--- src/rtl/seq_det_pkg.sv ---
// Shared types and sizing for the sequence detector and its config loader.
// Command encodings and loader state encoding live here.
package seq_det_pkg;

  localparam int MAX_N = 32;

  typedef enum logic [1:0] {
    CLEAR     = 2'b00,
    LOAD_LEN  = 2'b01,
    LOAD_BYTE = 2'b10,
    COMMIT    = 2'b11
  } cfg_cmd_t;

  typedef enum logic [1:0] {
    IDLE,
    FILL,
    FULL,
    APPLY
  } ld_state_t;

endpackage

--- src/rtl/seq_cfg_loader.sv ---
// Config loader: assembles pattern/length in shadow regs and
// commits them atomically to the detector with a flush pulse.
module seq_cfg_loader #(
  parameter int MAX_N = seq_det_pkg::MAX_N
) (
  input  logic             clk,
  input  logic             rst_n,
  input  logic             cfg_valid,
  output logic             cfg_ready,
  input  logic [1:0]       cfg_cmd,
  input  logic [7:0]       cfg_data,
  output logic [MAX_N-1:0] pattern,
  output logic [4:0]       seq_len,
  output logic             armed,
  output logic             det_flush,
  output logic             cfg_err,
  output logic [2:0]       byte_cnt
);

  import seq_det_pkg::*;

  localparam int NBYTES = MAX_N / 8;
  localparam logic [2:0] CNT_FULL = 3'(NBYTES);
  localparam logic [5:0] LEN_MAX = 6'(MAX_N);

  ld_state_t        state_q, state_d;
  logic [2:0]       cnt_q, cnt_d;
  logic [MAX_N-1:0] shadow_q, shadow_d;
  logic [4:0]       slen_q, slen_d;
  logic [MAX_N-1:0] pat_q, pat_d;
  logic [4:0]       len_q, len_d;
  logic             armed_q, armed_d;
  logic             flush_q, flush_d;
  logic             err_q, err_d;
  logic             ready_q, ready_d;

  cfg_cmd_t   cmd;
  logic       accept;
  logic       len_ok;
  logic [2:0] cnt_inc;

  assign cmd     = cfg_cmd_t'(cfg_cmd);
  assign accept  = cfg_valid && ready_q;
  assign cnt_inc = cnt_q + 3'd1;
  assign len_ok  = (cfg_data[7:5] == 3'd0) &&
                   ({1'b0, cfg_data[4:0]} <= LEN_MAX);

  always_comb begin
    state_d  = state_q;
    cnt_d    = cnt_q;
    shadow_d = shadow_q;
    slen_d   = slen_q;
    pat_d    = pat_q;
    len_d    = len_q;
    armed_d  = armed_q;
    flush_d  = 1'b0;
    err_d    = err_q;
    if (state_q == APPLY) begin
      pat_d   = shadow_q;
      len_d   = slen_q;
      armed_d = 1'b1;
      flush_d = 1'b1;
      cnt_d   = 3'd0;
      state_d = IDLE;
    end else if (accept) begin
      unique case (cmd)
        CLEAR: begin
          shadow_d = '0;
          slen_d   = '0;
          cnt_d    = 3'd0;
          err_d    = 1'b0;
          armed_d  = 1'b0;
          pat_d    = '0;
          len_d    = '0;
          flush_d  = 1'b1;
          state_d  = IDLE;
        end
        LOAD_LEN: begin
          if (len_ok) slen_d = cfg_data[4:0];
          else        err_d  = 1'b1;
        end
        LOAD_BYTE: begin
          if (cnt_q == CNT_FULL) begin
            err_d = 1'b1;
          end else begin
            // First byte loaded migrates up to the MSBs.
            shadow_d = (shadow_q << 8) | MAX_N'(cfg_data);
            cnt_d    = cnt_inc;
            state_d  = (cnt_inc == CNT_FULL) ? FULL : FILL;
          end
        end
        COMMIT: begin
          if (state_q == FULL && slen_q != 5'd0) state_d = APPLY;
          else                                   err_d   = 1'b1;
        end
        default: ;
      endcase
    end
    ready_d = (state_d != APPLY);
  end

  always_ff @(posedge clk or negedge rst_n) begin
    if (!rst_n) begin
      state_q  <= IDLE;
      cnt_q    <= 3'd0;
      shadow_q <= '0;
      slen_q   <= '0;
      pat_q    <= '0;
      len_q    <= '0;
      armed_q  <= 1'b0;
      flush_q  <= 1'b0;
      err_q    <= 1'b0;
      ready_q  <= 1'b1;
    end else begin
      state_q  <= state_d;
      cnt_q    <= cnt_d;
      shadow_q <= shadow_d;
      slen_q   <= slen_d;
      pat_q    <= pat_d;
      len_q    <= len_d;
      armed_q  <= armed_d;
      flush_q  <= flush_d;
      err_q    <= err_d;
      ready_q  <= ready_d;
    end
  end

  assign cfg_ready = ready_q;
  assign pattern   = pat_q;
  assign seq_len   = len_q;
  assign armed     = armed_q;
  assign det_flush = flush_q;
  assign cfg_err   = err_q;
  assign byte_cnt  = cnt_q;

endmodule

--- config.mk ---
export PLATFORM = sky130hd
export DESIGN_NAME = seq_cfg_loader
export DESIGN_NICKNAME = d
export VERILOG_FILES = /design/src/rtl/seq_det_pkg.sv /design/src/rtl/seq_cfg_loader.sv
export SDC_FILE = /design/constraint.sdc
export NUM_CORES = 1
export LEC_CHECK = 0
export BUFFER_PORTS_ARGS = -buffer_cell sky130_fd_sc_hd__buf_2
export CAP_MARGIN = 20
export CORE_MARGIN = 2
export CORE_UTILIZATION = 49
export DETAILED_ROUTE_END_ITERATION = 8
export PLACE_DENSITY = 0.79
export SLEW_MARGIN = 10
export SYNTH_ARGS = -nofsm -noshare
export SYNTH_HDL_FRONTEND = slang
export SYNTH_SLANG_ARGS = --single-unit
--- constraint.sdc ---
create_clock -name clk -period 1.7 [get_ports clk]
set_input_delay 0 -clock clk [delete_from_list [all_inputs] [get_ports clk]]
set_output_delay 0 -clock clk [all_outputs]
set_load 0.02 [all_outputs]
==> results.yml, run 1 <==
timing:
  worstMarginPinSlew_ps: 493
  period_share_pct: 95.6
  finClkSkew_ps: 11.8
  holdWs_ps: 52.8
  finalHoldViolCount: 0
  fmax_mhz: 616
  finalSetupViolations: 0
  fin_setup_tns_ps: 0
  min_period_ps: 1620
  slew_viol_final: 0
  maxSlewHeadroom_pct: 67.1
worst_setup_path:
  path_cells: "inv_1, ha_4, nand2_1, nor4b_4, buf_4, and3b_1, a221o_1"
  path_max_fanout: 5
  rr_startpoint: "byte_cnt[0]"
  worstSetupPathType: "register to register"
  critPathTopFamily: "simple AND/OR/NAND/NOR gates"
  cp_slowest_cell: "dfrtp_1"
  crit_buf_inv: 2
  crit_arrival_ps: 1850
  crit_path_max_incr_delay_ps: 390
  crit_path_start_kind: "register"
  cp.required_ps: 1930
  critPathCaptureType: "register"
  crit_start: "byte_cnt[0]"
layout:
  final_layout_size_suffix_gt1_share_pct: 29.1
  diodes: 0
  layout-area-overhead-vs-synth_pct: 22.3
  fin_nets: 324
  final_cell_area_mm2: 0.00392
routing:
  vias_per_cell: 5.71
  avgRoutedWirePerCell_um: 16.5
  vias: 2228
  drt_iter0_markers: 139
  detail-route-antenna-nets: 0
  finalWirelength_um: 6440
  drtPass1Iterations: 4
  drc: 0
placed_design:
  io_buffers: 56
  dp_hpwl_um: 4250
  postPlaceCellArea_mm2: 0.00360
  place_congestion: 0.828
worst_hold_path:
  hold_class: "primary input to register"
  min-delay-start: "cfg_cmd[1]"
yosys:
  yosysTopAreaCellShare_pct: 63.9
  synth_nets: 253
  synth_top_area_cell: "dfrtp_1"
  netlist_top_cells_count: "82 x dfrtp_1, 65 x a22o_1, 11 x o21ai_0"
  ys_ff_latch: 83
  synthCells: 237
  netlist_area_mm2: 0.00321
  synth_ff_type: "dfrtp_1"
  netlist_top_cells_area: "dfrtp_1 64%, a22o_1 18%, o21ai_0 1.7%"
  synth_cell_types: 33
  ys_warn_count: 0
  synth_async_sr_flop_share_pct: 100
  synth_edf_count: 0
  avgSynthCellArea_um2: 13.5
  yosysSeqAreaShare_pct: 64.8
  synth_most_common_cell: "dfrtp_1"
floorplan:
  die_area_mm2: 0.00721
  core-area_mm2: 0.00635
  fp.dieW_um: 84.9
  num_rows: 29
  start_util_pct: 50.5
  io-pin-count: 57
  die_y_um: 84.9
global_routing:
  grt_pass1_wl_um: 10700
  grt_max_degree: 39
  grt-ovfl-total: 0
  grt_pass1_vias: 2116
  track_usage_pct: 19.0
  antenna_found_initial: 0
job:
  cap_violations: 0
cts:
  tritoncts: "done"
  cts_made_buffers: 9
  clk_latency_ps: 350
  cts_root_buf: "clkbuf_8"
  h-tree-depth: 3
  cts.clk_slew.worst_paths_ps: 90
  post_cts_buffers: 0
  cts.sinks: 83
  cts_buffer_depth: 2
pwr:
  p_leak_nw: 2.02
  powerDensity_mw_per_mm2: 996
  ir_drop_uv: 558
run_status:
  status: "finished clean"
==> repair_timing <==
item / CTS / global route
endpoints found under the hold margin: 68 / 0
setup endpoints to repair: 0 / 15
hold buffers: 10 / 0
resized for setup: 0 / 3
==> path summary, 6_finish.rpt <==
kind | to | slack (ps) | cells past startpoint
worst max-delay path | byte_cnt[2] | 80 | 7
worst min-delay path | state_q[1] | 50 | 3
worst max register to register | byte_cnt[2] | 80 | 7
worst min register to register | seq_len[2] | 490 | 2
max in group asynchronous | shadow_q[1] | 940 | 3
min in group asynchronous | pattern[19] | 150 | 2
==> placed cells by master, fill, tap and decap left out, types with 2 or more instances in the layout <==
master,Yosys,routed
a22o_1,65,65
buf_2,5,55
buf_12,0,3
inv_6,0,3
nor2b_1,2,2
clkbuf_8,0,9
buf_4,0,8
o21ai_0,11,11
dfrtp_1,82,82
nand2_1,10,10
nand3b_1,3,3
o21a_1,2,2
nand3_1,7,7
a221o_1,2,2
inv_1,10,10
dlygate4sd3_1,0,10
a21oi_1,5,5
ha_1,3,2
==> cell type report <==
| class | count | area (um^2) |
|---|---|---|
| fillers | 482 | 2430 |
| flip-flops and latches | 83 | 2080 |
| multi-input cells | 128 | 1010 |
| repair buffers | 76 | 495 |
| clock buffers | 9 | 124 |
| well taps | 77 | 96.3 |
| clock inverters | 7 | 80.1 |
| inverters | 10 | 37.5 |
==> power breakdown <==
group | internal (W) | switching [W]
Combinational | 0.000148 | 0.000177
Sequential | 0.00205 | 0.0000692
Clock | 0.000702 | 0.000757
==> registers in the layout, summed over array words and instances (netlist names) <==
| signal | count |
|---|---|
| armed | 1 |
| byte_cnt | 3 |
| cfg_err | 1 |
| cfg_ready | 1 |
| det_flush | 1 |
| pattern | 32 |
| seq_len | 5 |
| shadow_q | 32 |
| slen_q | 5 |
| state_q | 2 |
==> stage by stage <==
step	total power, W	utilization [%]	worst slack [ps]	cells
floorplan	0.00232	-	12.4	237
global placement	0.00245	56.8	86.6	364
detailed placement	0.00246	56.8	61.3	364
CTS	0.00393	61.6	20.0	390
global route	0.00407	61.8	-0.177	390
finish	0.00391	61.8	75.5	390
==> kinds of logic after synthesis <==
| family | after synthesis | share of synthesized area [%] |
|---|---|---|
| AOI/OAI and AO/OA | 88 | 22.7 |
| DFF | 83 | 64.8 |
| muxes | 1 | 0.351 |
| and+or+nand+nor | 36 | 6.86 |
| buffers and inverters | 26 | 4.17 |
| adders and majority gates | 3 | 1.17 |
==> metal layers <==
layer | track usage, % | vias up | share of wire, %
li1 | - | 1037 | -
met1 | 28.4 | 1119 | 50
met2 | 26.9 | 66 | 45
met3 | 5.35 | 6 | 4.8
met4 | 6.93 | 0 | 0.87
met5 | 0 | - | 0
==> worst min-delay path: stages <==
cell	delay [ps]
buf_2	170
nand4b_1	110
o211ai_1	80
(Power assumes the default switching activity.)
==> inputs of run 2 (changes only) <==
--- a/config.mk
+++ b/config.mk
@@ -5,9 +5,8 @@
 export SDC_FILE = /design/constraint.sdc
 export NUM_CORES = 1
 export LEC_CHECK = 0
-export BUFFER_PORTS_ARGS = -buffer_cell sky130_fd_sc_hd__buf_2
+export BUFFER_PORTS_ARGS = -buffer_cell sky130_fd_sc_hd__buf_4
 export CAP_MARGIN = 20
-export CORE_MARGIN = 2
 export CORE_UTILIZATION = 49
 export DETAILED_ROUTE_END_ITERATION = 8
 export PLACE_DENSITY = 0.79
==> run 2 against run 1 <==
  * Power fell by 2.2%
  * Die area down 4.7%
  * Register-to-register slack lost 20 ps
  * Largest cell class unchanged
  * Non-clock buffer count grew 2
==> results.yml, run 2 (synthesis gave the netlist of run 1 again) <==
global_routing:
  grt_pass1_vias: 2192
  grt-ovfl-total: 0
  grt_max_degree: 53
  track_usage_pct: 20.9
  antenna_found_initial: 0
  grt_pass1_wl_um: 11200
worst_setup_path:
  r2r_setup_slack_ps: 60
  endpoint: "byte_cnt[2]"
  critPathCaptureType: "register"
  worstSetupPathType: "register to register"
  crit_path_start_kind: "register"
  rr_startpoint: "byte_cnt[0]"
  crit_arrival_ps: 1880
  crit_path_max_incr_delay_ps: 390
  r2r_cells: 7
  path_max_fanout: 4
  cp.required_ps: 1940
  critPathTopFamily: "simple AND/OR/NAND/NOR gates"
  r2r-end: "byte_cnt[2]"
  crit_start: "byte_cnt[0]"
  crit_buf_inv: 2
  cp.depth: 7
  path_cells: "inv_1, ha_4, nand2_1, nor4b_4, buf_4, and3b_1, a221o_1"
  cp_slowest_cell: "dfrtp_1"
placed_design:
  dp_hpwl_um: 4400
  place_congestion: 0.838
  pre_cts_ws_ps: -4.87
  io_buffers: 56
  postPlaceCellArea_mm2: 0.00371
layout:
  final_cell_area_mm2: 0.00409
  layout_commonest_cell: "dfrtp_1"
  final_cell_mix: "82 x dfrtp_1, 65 x a22o_1, 63 x buf_4"
  fillers: 493
  layout-area-overhead-vs-synth_pct: 27.4
  diodes: 0
  final_layout_size_suffix_gt1_share_pct: 29.8
  multi_input_area_mm2: 0.00102
  final-seq-area_mm2: 0.00208
  fin_nets: 326
pwr:
  p_leak_nw: 2.03
  ir_drop_uv: 491
  powerDensity_mw_per_mm2: 934
worst_hold_path:
  hold_class: "primary input to register"
  min-delay-start: "cfg_valid"
  worst_hold_path.num_cells: 4
timing:
  fin_setup_tns_ps: 0
  finClkSkew_ps: 7.91
  finalSetupViolations: 0
  min_period_ps: 1640
  slew_viol_final: 0
  rsz0062_at_grt: "false"
  period_share_pct: 96.6
  worstMarginPinSlew_ps: 401
  maxSlewHeadroom_pct: 73.3
  fmax_mhz: 609
  worst_slack_ps: 57.9
  finalHoldViolCount: 0
run_status:
  status: "finished clean"
cts:
  h-tree-depth: 3
  cts.clk_slew.worst_paths_ps: 90
  cts_made_buffers: 9
  cts.sinks: 83
  tritoncts: "done"
  cts_root_buf: "clkbuf_8"
  cts_buffer_depth: 2
  clk_latency_ps: 360
routing:
  met1Wirelength_um: 3150
  vias: 2222
  drt_iter0_markers: 152
  wl_met2_um: 3290
  met3WireLength_um: 322
  drc: 0
  drtPass1Iterations: 4
  dr.max_layer_used: "met4"
  avgRoutedWirePerCell_um: 17.4
  finalWirelength_um: 6830
  vias_per_cell: 5.67
  detail-route-antenna-nets: 0
floorplan:
  die_y_um: 82.9
  core-area_mm2: 0.00635
  die_area_mm2: 0.00688
  fp.dieW_um: 82.9
  num_rows: 29
  io-pin-count: 57
  start_util_pct: 50.5
job:
  cap_violations: 0
-- run 2: area by class of cell --
| type | instances | area share (%) |
|---|---|---|
| multi-input cells | 128 | 24.9 |
| clock inverters | 7 | 1.62 |
| clock buffers | 9 | 3.03 |
| flip-flops and latches | 83 | 50.8 |
| repair buffers | 78 | 16.3 |
| well taps | 77 | 2.36 |
| inverters | 10 | 0.918 |
-- run 2: worst register-to-register path, stage by stage (launching register included) --
cell     delay [ps]
dfrtp_1         390
inv_1           120
ha_4            170
nand2_1         100
nor4b_4         150
buf_4           160
and3b_1         170
a221o_1         260
-- run 2: how the worst min path moves through the flow --
stage                        endpoint  slack [ps]
after floorplan                 armed        -300
after global placement    pattern[29]         -50
after detailed placement  pattern[31]         -40
after CTS                       armed          40
after global routing            armed          90
final                           armed          70
-- run 2: through the flow --
step                      cells  power (W)  utilization (%)  hold WS (ps)
after floorplan             237    0.00232                -          -296
after global placement      360    0.00245             58.5         -45.6
after detailed placement    360    0.00247             58.5         -43.4
after CTS                   388    0.00383             63.3          43.5
after global routing        392    0.00400             64.4          92.6
final                       392    0.00382             64.4          67.8
-- run 2: repair_timing --
action                                  in CTS  in global routing
resized for setup                            0                  5
hold buffers                                11                  0
hold endpoints to repair                    97                  0
pin swaps                                    0                  1
setup buffers                                1                  3
gates cloned                                 0                  1
endpoints found under the setup margin      32                 39
-- run 2: routing by layer --
metal  vias to the layer above  track usage (%)
li1                       1036                -
met1                      1115             29.4
met2                        65             31.3
met3                         6             5.77
met4                         0             7.52
met5                         -                0
-- run 2: power breakdown --
group	switching (W)	internal [W]	total (W)	leakage, nW
Combinational	0.000186	0.000169	0.000355	0.807
Clock	0.000773	0.000570	0.00134	0.0922
Sequential	0.0000687	0.00205	0.00212	1.14
